## src/rtl/srdl2sv_if_pkg.sv

```systemverilog
// Shared register-block interface types for srdl2sv bus frontends.
//   b2r_t       : bus-to-register request (w_vld, r_vld, addr, data, byte_en)
//   r2b_t       : register-to-bus response (rdy, err, data)
//   arb_state_e : access-port scheduler state, shared by arbiters/schedulers
package srdl2sv_if_pkg;

  localparam int unsigned ADDR_W = 32;
  localparam int unsigned DATA_W = 32;
  localparam int unsigned BE_W   = DATA_W / 8;

  typedef struct packed {
    logic              w_vld;
    logic              r_vld;
    logic [ADDR_W-1:0] addr;
    logic [DATA_W-1:0] data;
    logic [BE_W-1:0]   byte_en;
  } b2r_t;

  typedef struct packed {
    logic              rdy;
    logic              err;
    logic [DATA_W-1:0] data;
  } r2b_t;

  typedef enum logic {
    ARB_IDLE  = 1'b0,
    ARB_GRANT = 1'b1
  } arb_state_e;

endpackage

```

## src/rtl/srdl2sv_b2r_arbiter_rr.sv

```systemverilog
// Purely combinational round-robin picker.
//   i_pending     : one bit per requester, set when it wants the port
//   i_last        : index of the most recently served requester
//   o_pick        : first pending index searching from i_last+1 with wrap
//   o_any_pending : at least one requester is pending
module srdl2sv_rr_arbiter #(
  parameter int unsigned NUM_REQ = 2,
  localparam int unsigned IDX_W  = $clog2(NUM_REQ)
) (
  input  logic [NUM_REQ-1:0] i_pending,
  input  logic [IDX_W-1:0]   i_last,
  output logic [IDX_W-1:0]   o_pick,
  output logic               o_any_pending
);

  int unsigned w_idx;

  always_comb begin
    o_pick        = '0;
    o_any_pending = 1'b0;
    w_idx         = 0;
    for (int unsigned k = 1; k <= NUM_REQ; k++) begin
      w_idx = (32'(i_last) + k) % NUM_REQ;
      if (!o_any_pending && i_pending[IDX_W'(w_idx)]) begin
        o_any_pending = 1'b1;
        o_pick        = IDX_W'(w_idx);
      end
    end
  end

endmodule

```

## src/rtl/srdl2sv_b2r_arbiter.sv

```systemverilog
// Shares one register-block access port between NUM_REQ bus frontends.
// Round-robin arbitration, grant held for one complete access, response
// routed only to the granted frontend, optional timeout -> error response.
//   HCLK, HRESETn : clock, asynchronous active-low reset
//   req_b2r       : per-frontend requests
//   req_r2b       : per-frontend responses (zero for non-granted frontends)
//   reg_b2r       : request forwarded to the register block
//   reg_r2b       : response from the register block
//   gnt_idx       : current/last granted frontend
module srdl2sv_b2r_arbiter
  import srdl2sv_if_pkg::*;
#(
  parameter int unsigned NUM_REQ        = 2,
  parameter int unsigned TIMEOUT_CYCLES = 0
) (
  input  logic                       HCLK,
  input  logic                       HRESETn,
  input  b2r_t                       req_b2r [NUM_REQ],
  output r2b_t                       req_r2b [NUM_REQ],
  output b2r_t                       reg_b2r,
  input  r2b_t                       reg_r2b,
  output logic [$clog2(NUM_REQ)-1:0] gnt_idx
);

  localparam int unsigned IDX_W = $clog2(NUM_REQ);
  localparam int unsigned CNT_W = (TIMEOUT_CYCLES > 0) ? $clog2(TIMEOUT_CYCLES + 1) : 1;
  localparam logic [CNT_W-1:0] CNT_LAST = CNT_W'((TIMEOUT_CYCLES > 0) ? TIMEOUT_CYCLES - 1 : 0);

  arb_state_e       r_state, w_state_nxt;
  logic [IDX_W-1:0] r_last, w_last_nxt;
  logic [IDX_W-1:0] r_gnt_idx, w_gnt_nxt;
  logic [CNT_W-1:0] r_cnt, w_cnt_nxt;
  logic [NUM_REQ-1:0] w_pending;
  logic [IDX_W-1:0] w_pick;
  logic             w_any;
  logic             w_release;
  b2r_t             w_gnt_req;
  r2b_t             w_resp;
  r2b_t             w_err_resp;

  always_comb begin
    for (int unsigned i = 0; i < NUM_REQ; i++) begin
      w_pending[i] = req_b2r[i].w_vld | req_b2r[i].r_vld;
    end
  end

  srdl2sv_rr_arbiter #(.NUM_REQ(NUM_REQ)) u_rr (
    .i_pending     (w_pending),
    .i_last        (r_last),
    .o_pick        (w_pick),
    .o_any_pending (w_any)
  );

  assign w_gnt_req  = req_b2r[r_gnt_idx];
  assign w_err_resp = '{rdy: 1'b1, err: 1'b1, data: '0};

  always_ff @(posedge HCLK or negedge HRESETn) begin
    if (!HRESETn) begin
      r_state   <= ARB_IDLE;
      r_last    <= IDX_W'(NUM_REQ - 1);
      r_gnt_idx <= '0;
      r_cnt     <= '0;
    end else begin
      r_state   <= w_state_nxt;
      r_last    <= w_last_nxt;
      r_gnt_idx <= w_gnt_nxt;
      r_cnt     <= w_cnt_nxt;
    end
  end

  always_comb begin
    w_state_nxt = r_state;
    w_last_nxt  = r_last;
    w_gnt_nxt   = r_gnt_idx;
    w_cnt_nxt   = r_cnt;
    w_release   = 1'b0;
    reg_b2r     = '0;
    w_resp      = '0;

    unique case (r_state)
      ARB_IDLE: begin
        if (w_any) begin
          w_gnt_nxt   = w_pick;
          w_state_nxt = ARB_GRANT;
          w_cnt_nxt   = '0;
        end
      end
      ARB_GRANT: begin
        if (!(w_gnt_req.w_vld || w_gnt_req.r_vld)) begin
          // Requester withdrew: free the port silently.
          w_release = 1'b1;
        end else if (w_gnt_req.w_vld && w_gnt_req.r_vld) begin
          w_resp    = w_err_resp;
          w_release = 1'b1;
        end else begin
          reg_b2r = w_gnt_req;
          w_resp  = reg_r2b;
          if (reg_r2b.rdy) begin
            w_release = 1'b1;
          end else if (TIMEOUT_CYCLES > 0 && r_cnt == CNT_LAST) begin
            // Abort the hung access; the register block never sees vld again.
            reg_b2r.w_vld = 1'b0;
            reg_b2r.r_vld = 1'b0;
            w_resp        = w_err_resp;
            w_release     = 1'b1;
          end else if (r_cnt != '1) begin
            w_cnt_nxt = r_cnt + CNT_W'(1);
          end
        end
        if (w_release) begin
          w_state_nxt = ARB_IDLE;
          w_last_nxt  = r_gnt_idx;
        end
      end
      default: w_state_nxt = ARB_IDLE;
    endcase
  end

  always_comb begin
    for (int unsigned i = 0; i < NUM_REQ; i++) begin
      req_r2b[i] = (r_gnt_idx == IDX_W'(i)) ? w_resp : '0;
    end
  end

  assign gnt_idx = r_gnt_idx;

endmodule

```

## config.mk

```make
export PLATFORM = sky130hd
export DESIGN_NAME = srdl2sv_b2r_arbiter
export DESIGN_NICKNAME = d
export VERILOG_FILES = /design/src/rtl/srdl2sv_if_pkg.sv /design/src/rtl/srdl2sv_b2r_arbiter_rr.sv /design/src/rtl/srdl2sv_b2r_arbiter.sv
export SDC_FILE = /design/constraint.sdc
export NUM_CORES = 1
export LEC_CHECK = 0
export ABC_AREA = 1
export BUFFER_PORTS_ARGS = -buffer_cell sky130_fd_sc_hd__buf_2
export CAP_MARGIN = 20
export CORE_AREA = 2 2 121 123
export CTS_CLUSTER_DIAMETER = 40
export DETAILED_ROUTE_END_ITERATION = 16
export DIE_AREA = 0 0 123 125
export HOLD_SLACK_MARGIN = 0.06
export PLACE_DENSITY_LB_ADDON = 0.3
export REMOVE_ABC_BUFFERS = 1
export SETUP_SLACK_MARGIN = 0.2
export SLEW_MARGIN = 20
export SYNTH_ARGS = -nofsm -noshare
export SYNTH_HDL_FRONTEND = slang
export SYNTH_SLANG_ARGS = --single-unit
```

## constraint.sdc

```tcl
create_clock -name HCLK -period 1.8 [get_ports HCLK]
set_clock_uncertainty 0.2 [all_clocks]
set_input_delay 0.09 -clock HCLK [delete_from_list [all_inputs] [get_ports HCLK]]
set_output_delay 0.09 -clock HCLK [all_outputs]
set_load 0.02 [all_outputs]
```

-- Word level (Yosys, flattened, before mapping)
Index checks and enable logic that the tools add are counted.
W data, S select, Z words.
- input port bits: 176
- logic and storage cells: 44
- register bits: 3
- output and inout bits: 139
- $add $sub $neg: 2
- reduce and logical (&&, ||, !) cells: 6
- muxes and demuxes: 26
- bitwise logic cells: 4
- magnitude comparators: 3
- operators with widths (kind ; count):
    $mux W70 ; 6
    $mux W34 ; 5
    $mux W1 ; 14
    $lt A1 B2 Y1 const B ; 2
    $reduce_and A2 Y1 ; 2
    $add A1 B1 Y1 const B ; 2
    $ge A2 B2 Y1 const B ; 1
    $logic_and A1 B1 Y1 ; 2
    $not A1 Y2 ; 1
    $or A1 B1 Y1 ; 2
    $pmux W1 S2 ; 1
    $logic_not A1 Y1 ; 1
    $logic_or A1 B1 Y1 ; 1
    $not A1 Y1 ; 1

-- Depth between registers and ports, before layout
- depth in word-level cells: 10
- depth in mapped cells: 11
- depth with buffers taken out: 8

-- Modules after synthesis
From an unflattened synthesis, not the netlist that was laid out.
- cell total of the unflattened synthesis: 384
- area, all modules: 1737.9 um^2
- modules (own cells, without submodules) (module ; area an instance (um^2) ; sequential area each (um^2) ; instances ; cells each):
    srdl2sv_b2r_arbiter ; 1722.9 ; 76.3 ; 1 ; 381
    srdl2sv_rr_arbiter ; 15.0 ; 0.0 ; 1 ; 3

-- Worst setup path after synthesis
OpenSTA, ideal clock, no wires.
- path kind: register to output
- start: reg r_gnt_idx (netlist: gnt_idx)
- end: out req_r2b[10] in the netlist's numbering
- path buffers: 2
- stages on the path, launching flop included: 11
- arrival time: 1597 ps
- path slack: -87 ps
- required time: 1510 ps
- path through: dfrtp_1 buf_4 inv_2 nand2_1 nand2_1 nand2_1 inv_2 nor2_4 buf_4 nand2_1 nor2_1
- RTL lines (element ; line ; RTL):
    from (decl) ; srdl2sv_b2r_arbiter.sv:31 ; logic [IDX_W-1:0] r_gnt_idx, w_gnt_nxt;
    from (signal assigned) ; srdl2sv_b2r_arbiter.sv:66 ; r_gnt_idx <= w_gnt_nxt;
    to (decl) ; srdl2sv_b2r_arbiter.sv:19 ; output r2b_t req_r2b [NUM_REQ],

==> metrics <==
Worst Tran Pin Value=0.583 ns; global-route wire length before repair=15.4 mm; clk root buf=clkbuf_16; placement row count=44; die area=15400 µm²; DP HPWL=7.89 mm; fmax=about 0.48 GHz; Die W=approximately 120 µm; CTS buffer count=3; CP most frequent cell=nand2_1; core area=14200 µm²; cell area after synthesis=approximately 1700 µm²; fin nets=874; end of the critical path=req_r2b[7]; Routed Antenna Nets=0; Clk pwr share=around 4.5%; sequential-to-total area share from yosys stat=4.41%; n_diodes=0; clock latency on the worst-skew pair=0.23 ns; RSZ-0062 raised after global routing=true; CTS Buffer Depth=2; Worst Path Arrival=between 1.5 and 2 ns; Startpoint Class=flop; Mean Syn Cell Area=4.53 µm²; setup violators final=136; YS warnings=0; hold depth=5; Worst-path clk slew=0.03 ns; routed len/inst=between 10 and 15 µm; VDD IR max=0.605 mV; crit-path max FO=16; Combinational Power Share=slightly above 90%; fillcell total=1633; WP data required=between 1.5 and 2 ns; #FFs+latches synth=3; Vias=3626; Psw=approximately 0.0047 W; Pre-antenna DRT Iters=4; PnR Total Power=between 0.007 and 0.008 W; Crit path max-delay family=simple AND/OR/NAND/NOR gates; initial DRC count=89; TNS Setup=-33.01 ns; shortest period the worst path allows=2.10 ns; Hold Fails Final Rpt=0; H-tree depth=1; CTS Sinks=3; Worst R2R Path Depth=8; top cells by area, synth=nand2_1 41%, nor2_1 15%, a21oi_1 14%; critical path depth in cells=9; crit share post-route=117%; Critical Path Slowest Stage Cell=dfrtp_4; Sequential Power Share=2.1%; Layout area overhead=155%; vias in the first global route=3136; initial core utilization=12.2%; initial antenna violation count=0; critical path endpoint category=primary output; status=complete, but fails checks; P_leak=2.45 nW; Die Y=roughly 130 µm; # IOs=315; number of port buffers=314; Place WS=-0.0749 ns; dominant cell type by area after synthesis=nand2_1; design internal power=around 0.0033 W; Max-Cap Viols=0; TritonCTS clock tree=done; Vias per Instance=~4.1; pwr/cell area=1810 nW/µm²; max-slew violations=0; kind of critical path=flop to primary output; Slew headroom=61.2%; post-synth top area share=roughly two fifths; Hold Crit Class=input port to flop; worst reg2reg path startpoint=gnt_idx$_DFFE_PN0P_; reg-to-reg slack, setup=0.32 ns; Sw Ratio=58.4%; CP startpoint=gnt_idx$_DFFE_PN0P_; Final WS setup=-0.304 ns; layout cells sized above 1=60.3%; Worst path max stage delay=0.50 ns; Hold Slack=0.0635 ns; post-synth cell types=19; Post-Route WL=about 12 mm; worst path cell trace=nand2_1 -> nand2_2 -> nand2_4 -> inv_4 -> nor2_4 -> clkbuf_16 -> nand2_1 -> nor2_1 -> buf_4; r2r endpoint=r_last$_DFFE_PN1P_; largest net degree at the start of global routing=56; drt drc=0; failing checks=negative setup slack; CP bufs+invs=3; gr ovfl total=0; Final GP Congestion=~0.8; GRT Total Usage=12.1%; Cells after Synth=~380
routing by layer:
| layer | global-route usage, % | vias to the layer above | wire length, µm |
|---|---|---|---|
| met5 | 0 | - | 0 |
| met4 | 2.61 | 0 | 178 |
| met3 | 0.958 | 18 | 729 |
| met2 | 22.4 | 171 | 5860 |
| met1 | 15.1 | 1616 | 4740 |
| li1 | - | 1821 | - |
cells by family (layout without fill, tap and decap cells):
family	after synthesis	count (layout)	share of synthesized area (%)
AOI/OAI and AO/OA	74	74	25.7
buffers and inverters	42	357	11.7
DFF	3	3	4.41
and+or+nand+nor	263	263	58.2
cell usage in the layout, fill, tap and decap left out:
| cell type | Yosys | layout |
|---|---|---|
| buf_2 | 6 | 192 |
| nand2_1 | 187 | 165 |
| buf_4 | 4 | 119 |
| nor2_1 | 68 | 56 |
| a21oi_1 | 48 | 35 |
| a21oi_2 | 20 | 32 |
| nand2_2 | 2 | 19 |
| buf_6 | 3 | 18 |
| nor2_2 | 0 | 9 |
| clkbuf_16 | 0 | 7 |
| inv_1 | 6 | 6 |
| dlygate4sd3_1 | 0 | 6 |
| nand2_4 | 0 | 4 |
| nor2_4 | 1 | 4 |
| o21ai_0 | 6 | 4 |
| buf_12 | 0 | 4 |
| o21ai_2 | 0 | 2 |
| nor3_2 | 0 | 2 |
| nand3_1 | 2 | 2 |
| clkinv_4 | 0 | 1 |
| inv_4 | 0 | 1 |
| inv_2 | 3 | 1 |
| nand2_8 | 0 | 1 |
| a21oi_4 | 0 | 1 |
| nand4_1 | 1 | 1 |
| clkbuf_1 | 19 | 1 |
| buf_16 | 0 | 1 |
| dfrtp_4 | 0 | 1 |
| dfstp_2 | 1 | 1 |
| dfrtp_1 | 2 | 1 |
power groups by stage:
stage                     registers, W  logic, W  clock network, W
after floorplan               0.000372   0.00337                 0
after global placement        0.000162   0.00577                 0
after detailed placement      0.000163   0.00572                 0
after CTS                     0.000167   0.00655          0.000366
after global routing          0.000178   0.00797          0.000374
final                         0.000171   0.00746          0.000359
metrics by stage:
stage / utilization, % / cell area [µm²] / cells
after floorplan: - / 1560 / 349
after global placement: 24.8 / 3520 / 862
after detailed placement: 24.8 / 3520 / 862
after CTS: 28.3 / 4020 / 873
after global routing: 31.1 / 4420 / 881
final: 31.1 / 4420 / 881
cell usage after synthesis:
| cell | number |
|---|---|
| clkbuf_1 | 19 |
| nor2_1 | 68 |
| inv_2 | 3 |
| a21oi_2 | 20 |
| nand3_1 | 2 |
| buf_4 | 4 |
| nand4_1 | 1 |
| buf_2 | 6 |
| dfstp_2 | 1 |
| inv_1 | 6 |
| a21oi_1 | 48 |
| buf_6 | 3 |
| buf_1 | 1 |
| nand2_2 | 2 |
| o21ai_0 | 6 |
| nand2_1 | 187 |
| nor3_1 | 2 |
| dfrtp_1 | 2 |
| nor2_4 | 1 |
repair_timing:
item                                   in CTS  in global routing
setup endpoints to repair                 139                139
pin swaps                                   0                  4
endpoints found under the hold margin       5                  0
setup buffers                               0                  2
hold buffers                                6                  0
resized for setup                         123                 84
gates cloned                                1                  6
final cells by class:
class                   instances  area (µm²)  area share [%]
clock buffers                   4        78.8            1.79
inverters                       9        41.3           0.935
multi-input cells             337        1660            37.6
flip-flops and latches          3        80.1            1.81
well taps                     184         230            5.21
repair buffers                344        2320            52.6
worst register-to-register path, cell delays in order (launching register included):
cell	delay, ns
dfrtp_4	0.50
clkinv_4	0.09
nand2_2	0.05
nand2_2	0.07
nand2_2	0.07
buf_4	0.13
nand3_1	0.11
nand3_1	0.09
nand2_1	0.10
worst min-delay path by stage:
stage / from / to / slack, ns
floorplan: HRESETn / gnt_idx$_DFFE_PN0P_ / -0.41
global placement: HRESETn / r_state$_DFF_PN0_ / -0.31
detailed placement: HRESETn / r_state$_DFF_PN0_ / -0.31
CTS: req_b2r[138] / r_state$_DFF_PN0_ / 0.06
global route: req_b2r[138] / gnt_idx$_DFFE_PN0P_ / 0.11
finish: req_b2r[68] / r_state$_DFF_PN0_ / 0.06
registers in the layout (all words and copies together), names as in the netlist:
register and flops:
r_last 1, r_state 1, gnt_idx 1
Note: power is estimated with default switching activity, not from simulation.
